File: src/rtl/key_scan_debounce.sv
// key_scan_debounce: scans a 3x3 active-low key matrix, samples four direct
// left-side keys, and debounces all 13 keys into clean active-high levels plus
// one-cycle press pulses for the downstream LED and sound/record logic.
module key_scan_debounce #(
  parameter int unsigned SCAN_DIV   = 12000,
  parameter int unsigned DB_SAMPLES = 4
) (
  input  logic       CLK,
  input  logic       RESET,
  output logic [2:0] COL,
  input  logic [2:0] ROW,
  input  logic [3:0] LEFT_RAW,
  output logic [8:0] KEY,
  output logic [8:0] KEY_PRESS,
  output logic [3:0] LEFT_KEY,
  output logic [3:0] LEFT_PRESS
);

  localparam int unsigned PsW  = (SCAN_DIV > 1) ? $clog2(SCAN_DIV) : 1;
  localparam int unsigned CntW = (DB_SAMPLES > 1) ? $clog2(DB_SAMPLES) : 1;
  localparam logic [PsW-1:0]  PsMax  = PsW'(SCAN_DIV - 1);
  localparam logic [CntW-1:0] CntMax = CntW'(DB_SAMPLES - 1);

  typedef enum logic [1:0] {
    StCol0,
    StCol1,
    StCol2
  } col_state_e;

  // Two-flop synchronizers; reset to the released (high) level.
  logic [2:0] row_s1_q, row_s2_q;
  logic [3:0] left_s1_q, left_s2_q;

  // Scan timing.
  logic [PsW-1:0] presc_q;
  logic           tick;
  col_state_e     col_state_q;
  logic [2:0]     col_q;

  // Debounce state.
  logic [8:0]           key_q, key_d;
  logic [8:0][CntW-1:0] key_cnt_q, key_cnt_d;
  logic [8:0]           key_press_q;
  logic [3:0]           left_q, left_d;
  logic [3:0][CntW-1:0] left_cnt_q, left_cnt_d;
  logic [3:0]           left_press_q;

  // Active-high views of the synchronized inputs and the driven column.
  logic [2:0] row_p;
  logic [3:0] left_p;
  logic [2:0] col_act;

  assign row_p   = ~row_s2_q;
  assign left_p  = ~left_s2_q;
  assign col_act = ~col_q;
  assign tick    = (presc_q == PsMax);

  // Bring the asynchronous row and left-key inputs into the CLK domain.
  always_ff @(posedge CLK) begin
    if (RESET) begin
      row_s1_q  <= 3'b111;
      row_s2_q  <= 3'b111;
      left_s1_q <= 4'hF;
      left_s2_q <= 4'hF;
    end else begin
      row_s1_q  <= ROW;
      row_s2_q  <= row_s1_q;
      left_s1_q <= LEFT_RAW;
      left_s2_q <= left_s1_q;
    end
  end

  // Free-running scan prescaler; tick marks the last cycle of each period.
  always_ff @(posedge CLK) begin
    if (RESET) begin
      presc_q <= '0;
    end else if (tick) begin
      presc_q <= '0;
    end else begin
      presc_q <= presc_q + 1'b1;
    end
  end

  // Column FSM: advances on tick, same edge the current column is sampled.
  always_ff @(posedge CLK) begin
    if (RESET) begin
      col_state_q <= StCol0;
      col_q       <= 3'b110;
    end else if (tick) begin
      case (col_state_q)
        StCol0: begin
          col_state_q <= StCol1;
          col_q       <= 3'b101;
        end
        StCol1: begin
          col_state_q <= StCol2;
          col_q       <= 3'b011;
        end
        default: begin
          col_state_q <= StCol0;
          col_q       <= 3'b110;
        end
      endcase
    end
  end

  // Pad key debounce: only the keys of the driven column are sampled on tick.
  always_comb begin
    key_d     = key_q;
    key_cnt_d = key_cnt_q;
    for (int r = 0; r < 3; r++) begin
      for (int c = 0; c < 3; c++) begin
        if (tick && col_act[c]) begin
          if (row_p[r] == key_q[r*3+c]) begin
            key_cnt_d[r*3+c] = '0;
          end else if (key_cnt_q[r*3+c] == CntMax) begin
            key_d[r*3+c]     = row_p[r];
            key_cnt_d[r*3+c] = '0;
          end else begin
            key_cnt_d[r*3+c] = key_cnt_q[r*3+c] + 1'b1;
          end
        end
      end
    end
  end

  // Left key debounce: all four keys are sampled on every tick.
  always_comb begin
    left_d     = left_q;
    left_cnt_d = left_cnt_q;
    for (int k = 0; k < 4; k++) begin
      if (tick) begin
        if (left_p[k] == left_q[k]) begin
          left_cnt_d[k] = '0;
        end else if (left_cnt_q[k] == CntMax) begin
          left_d[k]     = left_p[k];
          left_cnt_d[k] = '0;
        end else begin
          left_cnt_d[k] = left_cnt_q[k] + 1'b1;
        end
      end
    end
  end

  // Debounced levels, counters and rising-edge press pulses.
  always_ff @(posedge CLK) begin
    if (RESET) begin
      key_q        <= '0;
      key_cnt_q    <= '0;
      key_press_q  <= '0;
      left_q       <= '0;
      left_cnt_q   <= '0;
      left_press_q <= '0;
    end else begin
      key_q        <= key_d;
      key_cnt_q    <= key_cnt_d;
      key_press_q  <= key_d & ~key_q;
      left_q       <= left_d;
      left_cnt_q   <= left_cnt_d;
      left_press_q <= left_d & ~left_q;
    end
  end

  assign COL        = col_q;
  assign KEY        = key_q;
  assign KEY_PRESS  = key_press_q;
  assign LEFT_KEY   = left_q;
  assign LEFT_PRESS = left_press_q;

endmodule

File: config.mk
export PLATFORM = sky130hd
export DESIGN_NAME = key_scan_debounce
export DESIGN_NICKNAME = d
export VERILOG_FILES = /design/src/rtl/key_scan_debounce.sv
export SDC_FILE = /design/constraint.sdc
export NUM_CORES = 1
export LEC_CHECK = 0
export BUFFER_PORTS_ARGS = -buffer_cell sky130_fd_sc_hd__buf_4
export CORE_MARGIN = 3
export CORE_UTILIZATION = 60
export CTS_BUF_LIST = sky130_fd_sc_hd__clkbuf_16
export DETAILED_ROUTE_END_ITERATION = 7
export PLACE_DENSITY = 0.78
export SYNTH_ARGS = -nofsm -noshare
export SYNTH_HDL_FRONTEND = slang
export SYNTH_SLANG_ARGS = --single-unit
File: constraint.sdc
create_clock -name CLK -period 3.15 [get_ports CLK]
set_clock_uncertainty 0.2 [all_clocks]
set_input_delay 0.315 -clock CLK [delete_from_list [all_inputs] [get_ports CLK]]
set_output_delay 0.315 -clock CLK [all_outputs]
set_load 0.01 [all_outputs]
==> flow_summary.json <==
{
  "crit_fanout": 39,
  "crit_chain": "ha_1 -> nand4b_2 -> buf_4 -> nor4_4 -> buf_4 -> nand2b_1 -> nor4b_1",
  "maxSlewViolCount": 0,
  "ys_ff_latch": 85,
  "cts_made_buffers": 9,
  "fp-row-count": 27,
  "yosys_warnings": 0,
  "path_class": "reg2reg",
  "relSlewSlack": 0.534,
  "layout_commonest_cell": "dfxtp_1",
  "hpwl_um": 4320,
  "grt_start_max_net_pins": 78,
  "place_ws_ps": 749,
  "ctsHtreeMaxLevel": 3,
  "grt_util_all_layers": 0.203,
  "hold_path_depth": 1,
  "netlist_area_um2": 3680,
  "die_y_um": 84.3,
  "holdWs_ps": 208,
  "path_depth": 7,
  "fp.dieArea_um2": 7110,
  "leakage_nw": 1.75,
  "worstPathArrival_ps": 2510,
  "min_period_ps": 2490,
  "final_nets": 431,
  "synth_nets": 394,
  "antenna_found_initial": 0,
  "routed_wirelength_um": 6850,
  "maxCapViolations": 0,
  "clkLatencyLatePin_ps": 330,
  "slowest_stage": "buf_4",
  "clk_pin_slew_ps": 60,
  "diodes": 0,
  "post_cts.repair.setup_buffers": 0,
  "n_fill_cell": 419,
  "synthTopCellsByArea": "dfxtp_1 46%, xnor2_1 5.2%, ha_1 4.8%, mux2i_1 4.4%, nand2b_1 3.9%",
  "synth.avg_cell_area_um2": 9.92,
  "rsz0062_at_grt": "false",
  "fin_tns_setup_ps": 0,
  "port_buffers": 37,
  "r2r_start": "presc_q[0]$_SDFF_PP0_",
  "num_vias": 2670,
  "crit_family": "simple AND/OR/NAND/NOR gates",
  "crit_top_cell": "buf_4",
  "hold_violations": 0,
  "reg2reg_depth": 7,
  "setup_slack_ps": 657,
  "globalRouteOverflowTotal": 0,
  "cts_resized": 0,
  "drc_errors": 0,
  "yosysTopAreaCellShare": 0.463,
  "syn2layout_area_growth_pct": 17.6,
  "start_util": 0.644,
  "dr.pass1.iters": 4,
  "place.gp.congestion": 0.733,
  "ios": 38,
  "max_stage_delay_ps": 420,
  "period_share": 0.792,
  "startpoint_type": "flip-flop",
  "wl_per_cell_um": 14.1,
  "core_region_area_um2": 5710,
  "status": "completed",
  "clock_sinks": 85,
  "ctsHoldBuffers": 7,
  "ir_drop_v": 0.000350,
  "holdCritStartpoint": "row_s1_q[0]$_SDFF_PP1_",
  "die_x_um": 84.3,
  "grt_pass1_wl_um": 11800,
  "synth_top_area_cell": "dfxtp_1",
  "setup_viol": 0,
  "grt_pass1_vias": 2571,
  "drt-initial-drc-count": 124,
  "hp-class": "reg2reg",
  "required_ps": 3170,
  "path_buf_inv": 2,
  "dp.cells": 462,
  "drive_gt1_frac": 0.223,
  "clock-root-buffer": "clkbuf_16",
  "crit_path_start": "presc_q[0]$_SDFF_PP0_",
  "clockBufferDepth": 2,
  "layout.cells.non_filler": 485,
  "max_freq_mhz": 401,
  "syn_inst": 371,
  "tritoncts": "yes",
  "power_mw": 2.23,
  "synth_seq_area_share": 0.463,
  "end_kind": "flip-flop",
  "worst_slew_pin_slew_ps": 698,
  "most-common-layout-cells": "85 x dfxtp_1, 41 x buf_4, 36 x nor2_1, 25 x nor3_1, 23 x nand2b_1",
  "ys_types": 38,
  "antenna_left": 0,
  "viasPerCell": 5.51,
  "pwr_density_cell_nw_per_um2": 516
}
[power breakdown]
group          internal (mW)  total, mW  switching (mW)
logic                 0.0281     0.0536          0.0255
clock network          0.684       1.08           0.400
registers               1.09       1.10         0.00882
total                   1.80       2.23           0.434
[kinds of logic (layout without fill, tap and decap cells)]
group | after synthesis | after routing | share of synthesized area
AOI/OAI and AO/OA | 36 | 36 | 0.0704
xor gates and xnor gates | 25 | 25 | 0.0595
adders and majority gates | 14 | 14 | 0.0476
buffers and inverters | 31 | 73 | 0.0442
DFF | 85 | 85 | 0.463
muxes | 20 | 20 | 0.0558
and+or+nand+nor | 160 | 160 | 0.260
[worst paths after layout]
check,slack (ps),end
setup / recovery,660,LEFT_PRESS[2]$_SDFF_PP0_
hold / removal,210,row_s2_q[0]$_SDFF_PP1_
setup reg to reg,660,LEFT_PRESS[2]$_SDFF_PP0_
hold reg to reg,210,row_s2_q[0]$_SDFF_PP1_
[through the flow]
stage / util / area [um^2]
final: 0.758 / 4330
after global routing: 0.758 / 4330
after CTS: 0.758 / 4330
after detailed placement: 0.691 / 3950
after global placement: 0.691 / 3950
after floorplan: - / 3680
[flip-flops by register name, indices dropped and copies added, names as in the netlist, 4 cells and up]
signal,cells
KEY,9
presc_q,14
LEFT_KEY,4
left_cnt_q,8
LEFT_PRESS,4
KEY_PRESS,9
key_cnt_q,18
left_s2_q,4
left_s1_q,4
[cell type report]
type / count / area, um^2 / share of cell area
Inverter: 9 / 33.8 / 0.00781
Clock buffer: 9 / 225 / 0.0521
Timing Repair Buffer: 48 / 378 / 0.0873
Sequential cell: 85 / 1700 / 0.393
Clock inverter: 7 / 83.8 / 0.0194
Multi-Input combinational cell: 255 / 1810 / 0.419
Tap cell: 72 / 90.1 / 0.0208
[routing by layer]
layer  GRT usage  part of all wire
met1       0.264              0.48
met2       0.324              0.47
met3      0.0402             0.034
met4      0.0965             0.021
met5           0                 0
[cell usage after synthesis, drive strengths merged]
cell type and count:
clkbuf 8, xor2 3, nor3 25, nand4b 1, buf 14, or2 19
nor4 7, or3b 1, nand2 16, inv 9, nand4 1, or4b 3
a31o 1, a21oi 16, a31oi 8, nor2b 1, o41a 8, nand2b 23
dfxtp 85, ha 14, xnor2 22, nor3b 1, nor2 36, nand3 19
nand3b 3, a21bo 3, mux2 4, nor4b 4, mux2i 16
(Power assumes the default switching activity.)
